`config.mk`:
```
export PLATFORM = sky130hd
export DESIGN_NAME = jtframe_dipcfg
export DESIGN_NICKNAME = d
export VERILOG_FILES = /design/src/rtl/jtframe_dipcfg.sv
export SDC_FILE = /design/constraint.sdc
export NUM_CORES = 1
export LEC_CHECK = 0
export CAP_MARGIN = 5
export CORE_MARGIN = 3
export CORE_UTILIZATION = 45
export DETAILED_ROUTE_END_ITERATION = 10
export DONT_BUFFER_PORTS = 1
export PLACE_DENSITY = 0.71
export SLEW_MARGIN = 15
export SYNTH_ARGS = -nofsm -noshare
export SYNTH_HDL_FRONTEND = slang
export SYNTH_SLANG_ARGS = --single-unit
```
`constraint.sdc`:
```
create_clock -name clk -period 10.7 [get_ports clk]
set_clock_uncertainty 0.15 [all_clocks]
set_input_delay 2.675 -clock clk [delete_from_list [all_inputs] [get_ports clk]]
set_output_delay 2.675 -clock clk [all_outputs]
set_load 0.02 [all_outputs]
```
`src/rtl/jtframe_dipcfg.sv`:
```
// jtframe_dipcfg: qualifies the OSD status word, commits it atomically to a shadow
// register and decodes it into video, sound and core DIP controls.
module jtframe_dipcfg #(
    parameter int SW          = 64,
    parameter int NBANK       = 2,
    parameter int BANK_LSB    = 24,
    parameter int STABLE      = 1024,
    parameter int MUTE_FRAMES = 4,
    parameter int ARX         = 4,
    parameter int ARY         = 3,
    parameter int VERTICAL    = 0
) (
    input  logic               clk,
    input  logic               rst,
    input  logic [SW-1:0]      status,
    input  logic [6:0]         core_mod,
    input  logic               game_pause,
    input  logic               game_test,
    input  logic               LVBL,
    output logic [12:0]        hdmi_arx,
    output logic [12:0]        hdmi_ary,
    output logic [1:0]         rotate,
    output logic [2:0]         scanlines,
    output logic [1:0]         dip_fxlevel,
    output logic               dip_test,
    output logic               dip_pause,
    output logic [8*NBANK-1:0] dips,
    output logic               cfg_chg,
    output logic               vid_mute
);
    localparam int CW = (STABLE > 1) ? $clog2(STABLE) : 1;
    localparam int FW = (MUTE_FRAMES > 1) ? $clog2(MUTE_FRAMES) : 1;

    typedef enum logic [1:0] {IDLE, SETTLE, COMMIT, MUTE} state_t;

    state_t          state_q, state_d;
    logic [SW-1:0]   cfg_q, cfg_d;
    logic [SW-1:0]   sample_q, sample_d;
    logic [CW-1:0]   cnt_q, cnt_d;
    logic [FW-1:0]   fcnt_q, fcnt_d;
    logic            vid_mute_q, vid_mute_d;
    logic            lvbl_q;
    logic            lvbl_fall;
    logic            geom_chg;
    logic            tate;
    logic [1:0]      ar;
    logic [12:0]     arx_d, ary_d;
    logic            unused_bits;

    assign lvbl_fall   = lvbl_q & ~LVBL;
    assign geom_chg    = {sample_q[17:16], sample_q[2:1]} != {cfg_q[17:16], cfg_q[2:1]};
    assign ar          = cfg_q[17:16];
    assign tate        = (VERTICAL != 0) & core_mod[0] & ~cfg_q[2];
    assign unused_bits = ^{core_mod[6:1], cfg_q};

    // NOTE: state registers use non-blocking assignments so every flop samples pre-edge values.
    always_ff @(posedge clk or posedge rst) begin
        if (rst) begin
            state_q    <= IDLE;
            cfg_q      <= '0;
            sample_q   <= '0;
            cnt_q      <= '0;
            fcnt_q     <= '0;
            vid_mute_q <= 1'b0;
            lvbl_q     <= 1'b0;
        end else begin
            state_q    <= state_d;
            cfg_q      <= cfg_d;
            sample_q   <= sample_d;
            cnt_q      <= cnt_d;
            fcnt_q     <= fcnt_d;
            vid_mute_q <= vid_mute_d;
            lvbl_q     <= LVBL;
        end
    end

    // NOTE: every signal gets a hold default first, so no path can infer a latch.
    always_comb begin
        state_d    = state_q;
        cfg_d      = cfg_q;
        sample_d   = sample_q;
        cnt_d      = cnt_q;
        fcnt_d     = fcnt_q;
        vid_mute_d = vid_mute_q;
        unique case (state_q)
            IDLE: if (status != cfg_q) begin
                sample_d = status;
                cnt_d    = '0;
                state_d  = SETTLE;
            end
            SETTLE: begin
                if (status != sample_q) begin
                    sample_d = status;
                    cnt_d    = '0;
                end else if (cnt_q == CW'(STABLE - 1)) begin
                    state_d = COMMIT;
                end else begin
                    cnt_d = cnt_q + 1'b1;
                end
            end
            COMMIT: begin
                cfg_d = sample_q;
                if (geom_chg) begin
                    fcnt_d     = '0;
                    vid_mute_d = 1'b1;
                    state_d    = MUTE;
                end else begin
                    state_d = IDLE;
                end
            end
            // Status is ignored while muted; a pending change is picked up back in IDLE.
            MUTE: if (lvbl_fall) begin
                if (fcnt_q == FW'(MUTE_FRAMES - 1)) begin
                    vid_mute_d = 1'b0;
                    state_d    = IDLE;
                end else begin
                    fcnt_d = fcnt_q + 1'b1;
                end
            end
        endcase
    end

    always_comb begin
        cfg_chg  = (state_q == COMMIT);
        vid_mute = vid_mute_q;
    end

    always_comb begin
        if (ar == 2'd0) begin
            arx_d = tate ? 13'(ARY) : 13'(ARX);
            ary_d = tate ? 13'(ARX) : 13'(ARY);
        end else begin
            arx_d = {11'd0, ar - 2'd1};
            ary_d = '0;
        end
    end

    // Decoded controls follow cfg_q one cycle later; pause only moves at vblank start.
    always_ff @(posedge clk or posedge rst) begin
        if (rst) begin
            hdmi_arx    <= 13'(ARX);
            hdmi_ary    <= 13'(ARY);
            rotate      <= 2'b00;
            scanlines   <= 3'd0;
            dip_fxlevel <= 2'b10;
            dip_test    <= 1'b1;
            dip_pause   <= 1'b1;
            dips        <= '1;
        end else begin
            hdmi_arx    <= arx_d;
            hdmi_ary    <= ary_d;
            rotate      <= {cfg_q[1], tate};
            scanlines   <= cfg_q[5:3];
            dip_fxlevel <= 2'b10 ^ cfg_q[7:6];
            dip_test    <= ~(cfg_q[10] | game_test);
            dips        <= ~cfg_q[BANK_LSB +: 8*NBANK];
            if (lvbl_fall) dip_pause <= ~(game_pause | cfg_q[12]);
        end
    end
endmodule
```
* After elaboration in Yosys (flattened, before gate mapping)
Index checks and enable logic that the tools add are counted.
** Storage, ports and cells
- Input port bits :: 76
- Output and inout bits :: 53
- Register bits :: 173
- Word-level logic and storage cells :: 76
** Cells by class
- Reductions and logical operators :: 9
- Equality and inequality tests :: 17
- Multiplexer cells :: 24
- $add $sub $neg :: 3
- Bitwise gates (word level) :: 8
** Operators with widths (number)
- 64-bit 2-to-1 mux :: 2
- 64-bit inequality test :: 2
- 64-bit case mux with 2 select lines :: 1
- 10-bit 2-to-1 mux :: 3
- 2-bit 2-to-1 mux :: 10
- 10-bit case mux with 2 select lines :: 1
- 16-bit NOT :: 1
- 2-bit inequality test (second input constant) :: 7
- 10-bit by 1-bit adder with 10-bit output (second input constant) :: 1
- 10-bit equality test (second input constant) :: 1
- 2-bit case mux with 4 select lines :: 1
- 4-bit AND reduction :: 2
- 2-bit equality test (second input constant) :: 3
- 3-bit AND reduction :: 2
- 5-bit AND reduction :: 1
- 2-bit logical NOT :: 2
- 4-bit inequality test :: 1
- 1-bit NOT :: 4
- 2-bit case mux with 2 select lines :: 1
- 2-bit nonzero test :: 2
- 1-bit 2-to-1 mux :: 3
- 3-bit 2-to-1 mux :: 1
- 3-bit inequality test (second input constant) :: 1
- 2-bit by 1-bit adder with 2-bit output (second input constant) :: 1
- other kinds (6) :: 7

* Longest topological paths before layout
Gate-level depths: netlist of the first run.
- Depth in word-level cells :: 4
- Depth in mapped cells :: 9

* Least setup slack after synthesis of the first run
OpenSTA, ideal clock, no wires.
- Kind :: input to register
- Start point :: input status[1]
- End point :: register sample_q[0]
- Data arrival time :: 4.719 ns
- Setup time :: 0.125 ns
- Buffers on the path :: 2
- Slack :: 5.706 ns
- Stages :: 9
- Required time :: 10.425 ns
- Cell sequence :: xor2_1 or4_1 nor4_1 nand4_1 nor4_2 or3_1 buf_6 buf_12 mux2_4
** On the way
- Cells in the longest elaborated chain, start to end :: 3
- Elaborated cells between the ends (all ways) :: 5
- Classes of those cells :: eq/ne: 4; reduce/logical: 1
** Ends and longest elaborated chain
- start: declaration :: RTL line 15 : input logic [SW-1:0] status,
- 64-bit inequality test (on tied branches) :: RTL line 92, 86
- 2-bit inequality test (no line)
- 3-bit AND reduction (no line) (*)
- end signal: assignment :: RTL line 69 : sample_q <= sample_d;
- end: declaration :: RTL line 38 : logic [SW-1:0] sample_q, sample_d;
Mark *: on every way between the ends. The rest lies on a longest branch, timed or not.
A chain may end at the register's enable or synchronous reset.

* Worst setup path in the final report of the first run
- Start point :: input status[34]
- End point :: register sample_q[60]
Same word-level chain as after synthesis.

==> results of run 1 <==
[sequential cells by signal, summed over array words and instances, names as in the netlist]
register and flops:
sample_q 64, vid_mute 1, dip_test 1, dips 16
scanlines 3, hdmi_ary 1, dip_pause 1, cfg_q 64
lvbl_q 1, dip_fxlevel 2, hdmi_arx 2, rotate 1
fcnt_q 2, state_q 2, cnt_q 10
[final cells by class]
type / instances / area (um2) / share of cell area [%]
flip-flops and latches: 171 / 4300 / 47.8
repair buffers: 3 / 22.5 / 0.250
clock inverters: 12 / 161 / 1.79
inverters: 36 / 140 / 1.56
multi-input cells: 407 / 3640 / 40.4
clock buffers: 20 / 457 / 5.07
well taps: 229 / 287 / 3.18
[cells in the final DEF, fill, tap and decap left out, types with 4 or more instances in the layout]
cell type  count
conb_1        22
o22ai_1        8
nand3_1        7
a211o_1        4
or3_1          5
o21ai_0        6
nand2_1        9
mux2_2        69
dfstp_2       20
nor2_1        11
and3_1         4
mux2_4        60
a21o_1         5
xor2_1        19
a22o_1         6
dfrtp_1      151
nor4_1        11
inv_6          5
nor3_1         9
nand2b_1       7
nand4_1       24
clkbuf_16     17
a21oi_1        5
xnor2_1       92
inv_1         35
[power groups by stage]
stage | combinational (mW) | sequential, mW | clock, mW
floorplan | 0.496 | 1.09 | 0
global placement | 0.541 | 1.13 | 0
detailed placement | 0.557 | 1.15 | 0
CTS | 0.563 | 1.14 | 0.656
global route | 0.605 | 1.17 | 0.681
finish | 0.554 | 1.14 | 0.641
[path summary, 6_finish.rpt]
path | depth (start not counted) | startpoint | end | slack (ns)
worst max-delay path | 8 | status[34] | sample_q[60] | 4.81
worst min-delay path | 0 | cfg_q[5] | scanlines[2] | 0.26
worst max register to register | 8 | sample_q[34] | sample_q[60] | 6.61
worst min register to register | 0 | cfg_q[5] | scanlines[2] | 0.26
max in group asynchronous | 2 | rst | cfg_q[52] | 6.75
min in group asynchronous | 1 | rst | hdmi_arx[0] | 2.14
[worst max-delay path: cells and delay by family]
kind	cells	cell delay, ns
xor gates and xnor gates	1	0.26
muxes	1	0.41
and+or+nand+nor	5	1.92
buffers and inverters	1	0.74
[metrics by stage]
step	utilization, %	setup slack (ns)	power, mW	area, um2
floorplan	-	3.28	1.59	8420
global placement	46.4	4.44	1.68	8390
detailed placement	46.4	4.42	1.71	8390
CTS	49.8	4.85	2.36	9010
global route	49.8	4.70	2.45	9010
finish	49.8	4.81	2.33	9010
[kinds of logic (layout without fill, tap and decap cells)]
kind of cell	count (synthesis)	in the layout	synth area share, %
buf+inv	76	71	5.78
mux	129	129	20.1
xor+xnor	111	111	11.7
flops	171	171	51.6
other cells	1	22	0.0450
compound gates	42	42	3.56
fa+ha+maj	2	2	0.300
simple gates	101	101	6.92
[routing by layer]
layer	global-route usage, %	up-vias	share of wire, %
met3	6.85	34	7.8
met1	22.1	2431	41
met4	6.52	0	2.1
li1	-	2159	-
met2	29.7	136	49
met5	0	-	0
==> summary.txt, run 1 <==
status = finished, final reports clean
first-pass GRT wire length = 27900 um
wire per inst = 20.4 um
Post-synth top cells = 151 x dfrtp_1, 92 x xnor2_1, 69 x mux2_2
GRT Util Overall = 18.2%
Initial Util = 46.1%
Worst-Margin Slew = 0.967 ns
pin count of the biggest net entering global routing = 96
crit path cell chain = xnor2_1, nand4_1, nor4_1, nand4_1, nor3_1, or3_4, buf_4, mux2_2
pwr dens = 259 nW/um2
drt total wl = 17900 um
die area = 20200 um2
switch share = 31.5%
area delta synth->final = 8.06%
# resized after CTS = 0
CTS Sinks = 171
postcts setup bufs = 0
I/O pin cnt = 129
CP most frequent cell = nand4_1
EDFF count, synth = 0
fin cells = 878
area of the mapped netlist = 8340 um2
Psw = 735 uW
min-delay worst type = flop to flop
vias in the first global route = 5035
Yosys top cell by area = dfrtp_1
combinational power share = 23.7%
Data arrival, critical path = 6.05 ns
Pre-antenna DRT Iters = 4
post-synth cell types = 45
Final nets = 714
Period minus WS final = 5.89 ns
GPL Wtd Cong = 0.886
Worst-path clk slew = 0.06 ns
WHS = 0.258 ns
Tcrit/Tclk final = 55.0%
WS Path Type = input pin to flop
final setup fails = 0
Cell Int Power = 1.60 mW
synth top area cells = dfrtp_1 45%, mux2_4 11%, xnor2_1 9.7%
Syn Inst Count = 633
Avg Cell Area, Syn = 13.2 um2
RSZ-0062 raised after global routing = no
Crit-path slowest cell = buf_4
maximum level of the CTS H-tree = 4
Crit path largest cell delay = 0.74 ns
clk buf depth = 2
vias = 4760
ant diodes = 0
maximum vdd drop = 0.000129 V
total CTS buffers = 17
ANT nets after route = 0
ys async rst share = 100%
Vias/cell = 5.42
Fillers = 1517
Synth Warn # = 0
Startpoint Class = input pin
leak pwr = 3.88 nW
Final Max Slew Viols = 0
Slew headroom = 35.5%
row count = 49
Seq/Total Area, Yosys = 51.6%
Required @ worst endpoint = 10.86 ns
initial antenna violation count = 0
Die Y = 142 um
Flop pwr share = 48.8%
Critical Path End Type = flop
TritonCTS clock tree = done
MaxCap Viol Count = 0
Crit Path Max Fanout = 43
Initial DRC Count = 292
Yosys top cell area share = 45.3%
Die Width = 142 um
share of power burned in the clock network = 27.5%
DP HPWL = 13000 um
final hold vios = 0
flops & latches, synth = 171
ys flop type = dfrtp_1
setup TNS = 0 ns
layout cell share with drive strength beyond 1 = 29.0%
Core Area = 18100 um2
Post-route DRC = 0
Clock Latency Late Sink = 0.43 ns
hold buffer count at CTS = 0
Highest Clock Rate = 170 MHz
most numerous cell in the Yosys netlist = dfrtp_1
root buffer cell = clkbuf_16
I/O Buffers = 0
gr ovfl total = 0
Cells after DPL = 846
Note: power is estimated with default switching activity, not from simulation.
==> inputs of run 2 (changes only) <==
==> constraint.sdc (replaced) <==
create_clock -name clk -period 5.9 [get_ports clk]
set_clock_uncertainty 0.15 [all_clocks]
set_input_delay 1.475 -clock clk [delete_from_list [all_inputs] [get_ports clk]]
set_output_delay 1.475 -clock clk [all_outputs]
set_load 0.02 [all_outputs]
==> run 2 against run 1 <==
Effect of this change: register-to-register slack got worse by 4.3 ns; via count fell by 1.3%; first-iteration DRC count up 8.6%; core utilization decreased by 0.18 points; clock power rose by 65%; worst setup slack lost 3.1 ns; clock-buffer cell count decreased by 1; total power rose by 77%; sequential cell count unchanged; critical endpoint unchanged; sequential power increased by 81%.
==> summary.txt, run 2 (same netlist as run 1, synthesis figures left out) <==
MaxCap Viol Count = 0 (unchanged)
# resized after CTS = 0 (unchanged)
CP most frequent cell = nand4_1
Reg area = 4300 um2 (unchanged)
total CTS buffers = 17 (unchanged)
GRT Util Overall = 17.9% (-0.24 points)
maximum level of the CTS H-tree = 4 (unchanged)
crit path to = sample_q[60]
die area = 20200 um2 (unchanged)
Slew headroom = 34.3% (-1.2 points)
ant diodes = 0 (unchanged)
TritonCTS clock tree = done
postcts setup bufs = 0 (unchanged)
WHS = 0.260 ns (+0.00233 ns)
FF-to-FF Start = sample_q[34]
Cell Int Power = 2.80 mW (+75%)
pin count of the biggest net entering global routing = 172 (+79%)
multi-input combinational cell area = 3640 um2 (unchanged)
initial antenna violation count = 0 (unchanged)
Final nets = 714 (unchanged)
final design utilization = 49.6% (-0.18 points)
Post-route DRC = 0 (unchanged)
maximum vdd drop = 0.000231 V (+80%)
Vias/cell = 5.35 (-1.3%)
Fillers = 1535 (+1.2%)
commonest non-fill, non-tap cell in the layout = dfrtp_1
Final Max Slew Viols = 0 (unchanged)
setup TNS = 0 ns (unchanged)
pwr dens = 460 nW/um2 (+78%)
delay-heaviest family, CP = simple AND/OR/NAND/NOR gates
Psw = 1.34 mW (+82%)
min-delay worst type = flop to flop
post-place setup slack = 1.36 ns (-3.06 ns)
Required @ worst endpoint = 6.07 ns (-4.79 ns)
commonest cells after routing, fill and taps aside = 151 x dfrtp_1, 92 x xnor2_1, 69 x mux2_2
M2 GR Usage = 28.4% (-1.3 points)
CTS Sinks = 171 (unchanged)
Period minus WS final = 4.16 ns
hold_sp = cfg_q[5]
Pre-antenna DRT Iters = 5 (+1)
Die Y = 142 um (unchanged)
first-pass GRT wire length = 27800 um (-0.62%)
Initial Util = 46.1% (unchanged)
Data arrival, critical path = 4.33 ns (-1.72 ns)
vias in the first global route = 4887 (-2.9%)
Tcrit/Tclk final = 70.5%
Critical Path End Type = flop
row count = 49 (unchanged)
GR Util met3 = 7.22% (+0.37 points)
Flop pwr share = 49.9% (+1.1 points)
Highest Clock Rate = 240 MHz
crit path cell chain = xnor2_1, nand4_1, nor4_1, nand4_1, nor3_1, or3_4, buf_12, mux2_2
I/O Buffers = 0 (unchanged)
gr ovfl total = 0 (unchanged)
layout cell share with drive strength beyond 1 = 29.0% (unchanged)
wire per inst = 20.2 um (-0.81%)
I/O pin cnt = 129 (unchanged)
DP HPWL = 12700 um (-1.8%)
fin cells = 878 (unchanged)
Core Area = 18100 um2 (unchanged)
Worst Setup SP = status[34]
Worst-path clk slew = 0.06 ns (about the same)
WP buf/inv = 1 (unchanged)
RR Endpoint = sample_q[60]
clk buf depth = 2 (unchanged)
Worst-Margin Slew = 0.986 ns (+0.0185 ns)
vias = 4698 (-1.3%)
WS Path Type = input pin to flop
Clock Latency Late Sink = 0.43 ns (about the same)
Die Width = 142 um (unchanged)
met1 Usage GRT = 22.8% (+0.69 points)
Initial DRC Count = 317 (+8.6%)
area delta synth->final = 7.67%
Startpoint Class = input pin
ANT nets after route = 0 (unchanged)
top flop regs = cfg_q x64, sample_q x64, dips x16
RSZ-0062 raised after global routing = no
placed instance area = 8420 um2 (+0.28%)
GPL Wtd Cong = 0.858 (-3.2%)
Pwr Total = 4.13 mW (+77%)
flop2flop setup slack = 2.33 ns (-4.28 ns)
final setup fails = 0 (unchanged)
share of power burned in the clock network = 25.7% (-1.8 points)
CP Depth = 8 (unchanged)
status = finished, final reports clean
Register-to-Register Path Depth = 8 (unchanged)
Cells after DPL = 846 (unchanged)
Post-Layout Inst Area = 8980 um2 (-0.36%)
root buffer cell = clkbuf_16
Crit Path Max Fanout = 56 (+30%)
hold buffer count at CTS = 0 (unchanged)
post-route setup slack = 1.74 ns (-3.07 ns)
Crit-path slowest cell = nor4_1
drt total wl = 17800 um (-0.81%)
final hold vios = 0 (unchanged)
Crit path largest cell delay = 0.53 ns (-0.21 ns)
switch share = 32.3% (+0.76 points)
leak pwr = 3.85 nW (-0.65%)
GR peak layer = met2
combinational power share = 24.3% (+0.6 points)
run 2: worst reg2reg max path, cell delays in order, from the launching register on:
cell	delay [ns]
dfrtp_1	0.41
xnor2_1	0.30
nand4_1	0.19
nor4_1	0.53
nand4_1	0.23
nor3_1	0.45
or3_4	0.35
buf_12	0.40
mux2_2	0.45
run 2: power groups by stage:
stage	clock (mW)	combinational (mW)	sequential, mW
after floorplan	0	0.900	1.98
after global placement	0	0.986	2.06
after detailed placement	0	1.01	2.09
after CTS	1.09	1.02	2.07
after global routing	1.14	1.10	2.13
final	1.06	1.01	2.06
run 2: worst min path at each step:
stage               cells after the start  slack, ns            to
floorplan                               0       0.22  scanlines[2]
global placement                        0       0.24  scanlines[2]
detailed placement                      0       0.25  scanlines[2]
CTS                                     0       0.26  scanlines[2]
global route                            0       0.27  scanlines[2]
finish                                  0       0.26  scanlines[2]
run 2: area by class of cell:
class / instances / area share [%]
inverters: 36 / 1.55
clock buffers: 19 / 4.93
well taps: 229 / 3.19
flip-flops and latches: 171 / 47.9
repair buffers: 3 / 0.530
clock inverters: 13 / 1.32
multi-input cells: 407 / 40.5
run 2: metal layers:
metal  vias to the layer above  wire (um)
li1                       2154          -
met1                      2411       7420
met2                       116       8720
met3                        17       1350
met4                         0        272
met5                         -          0
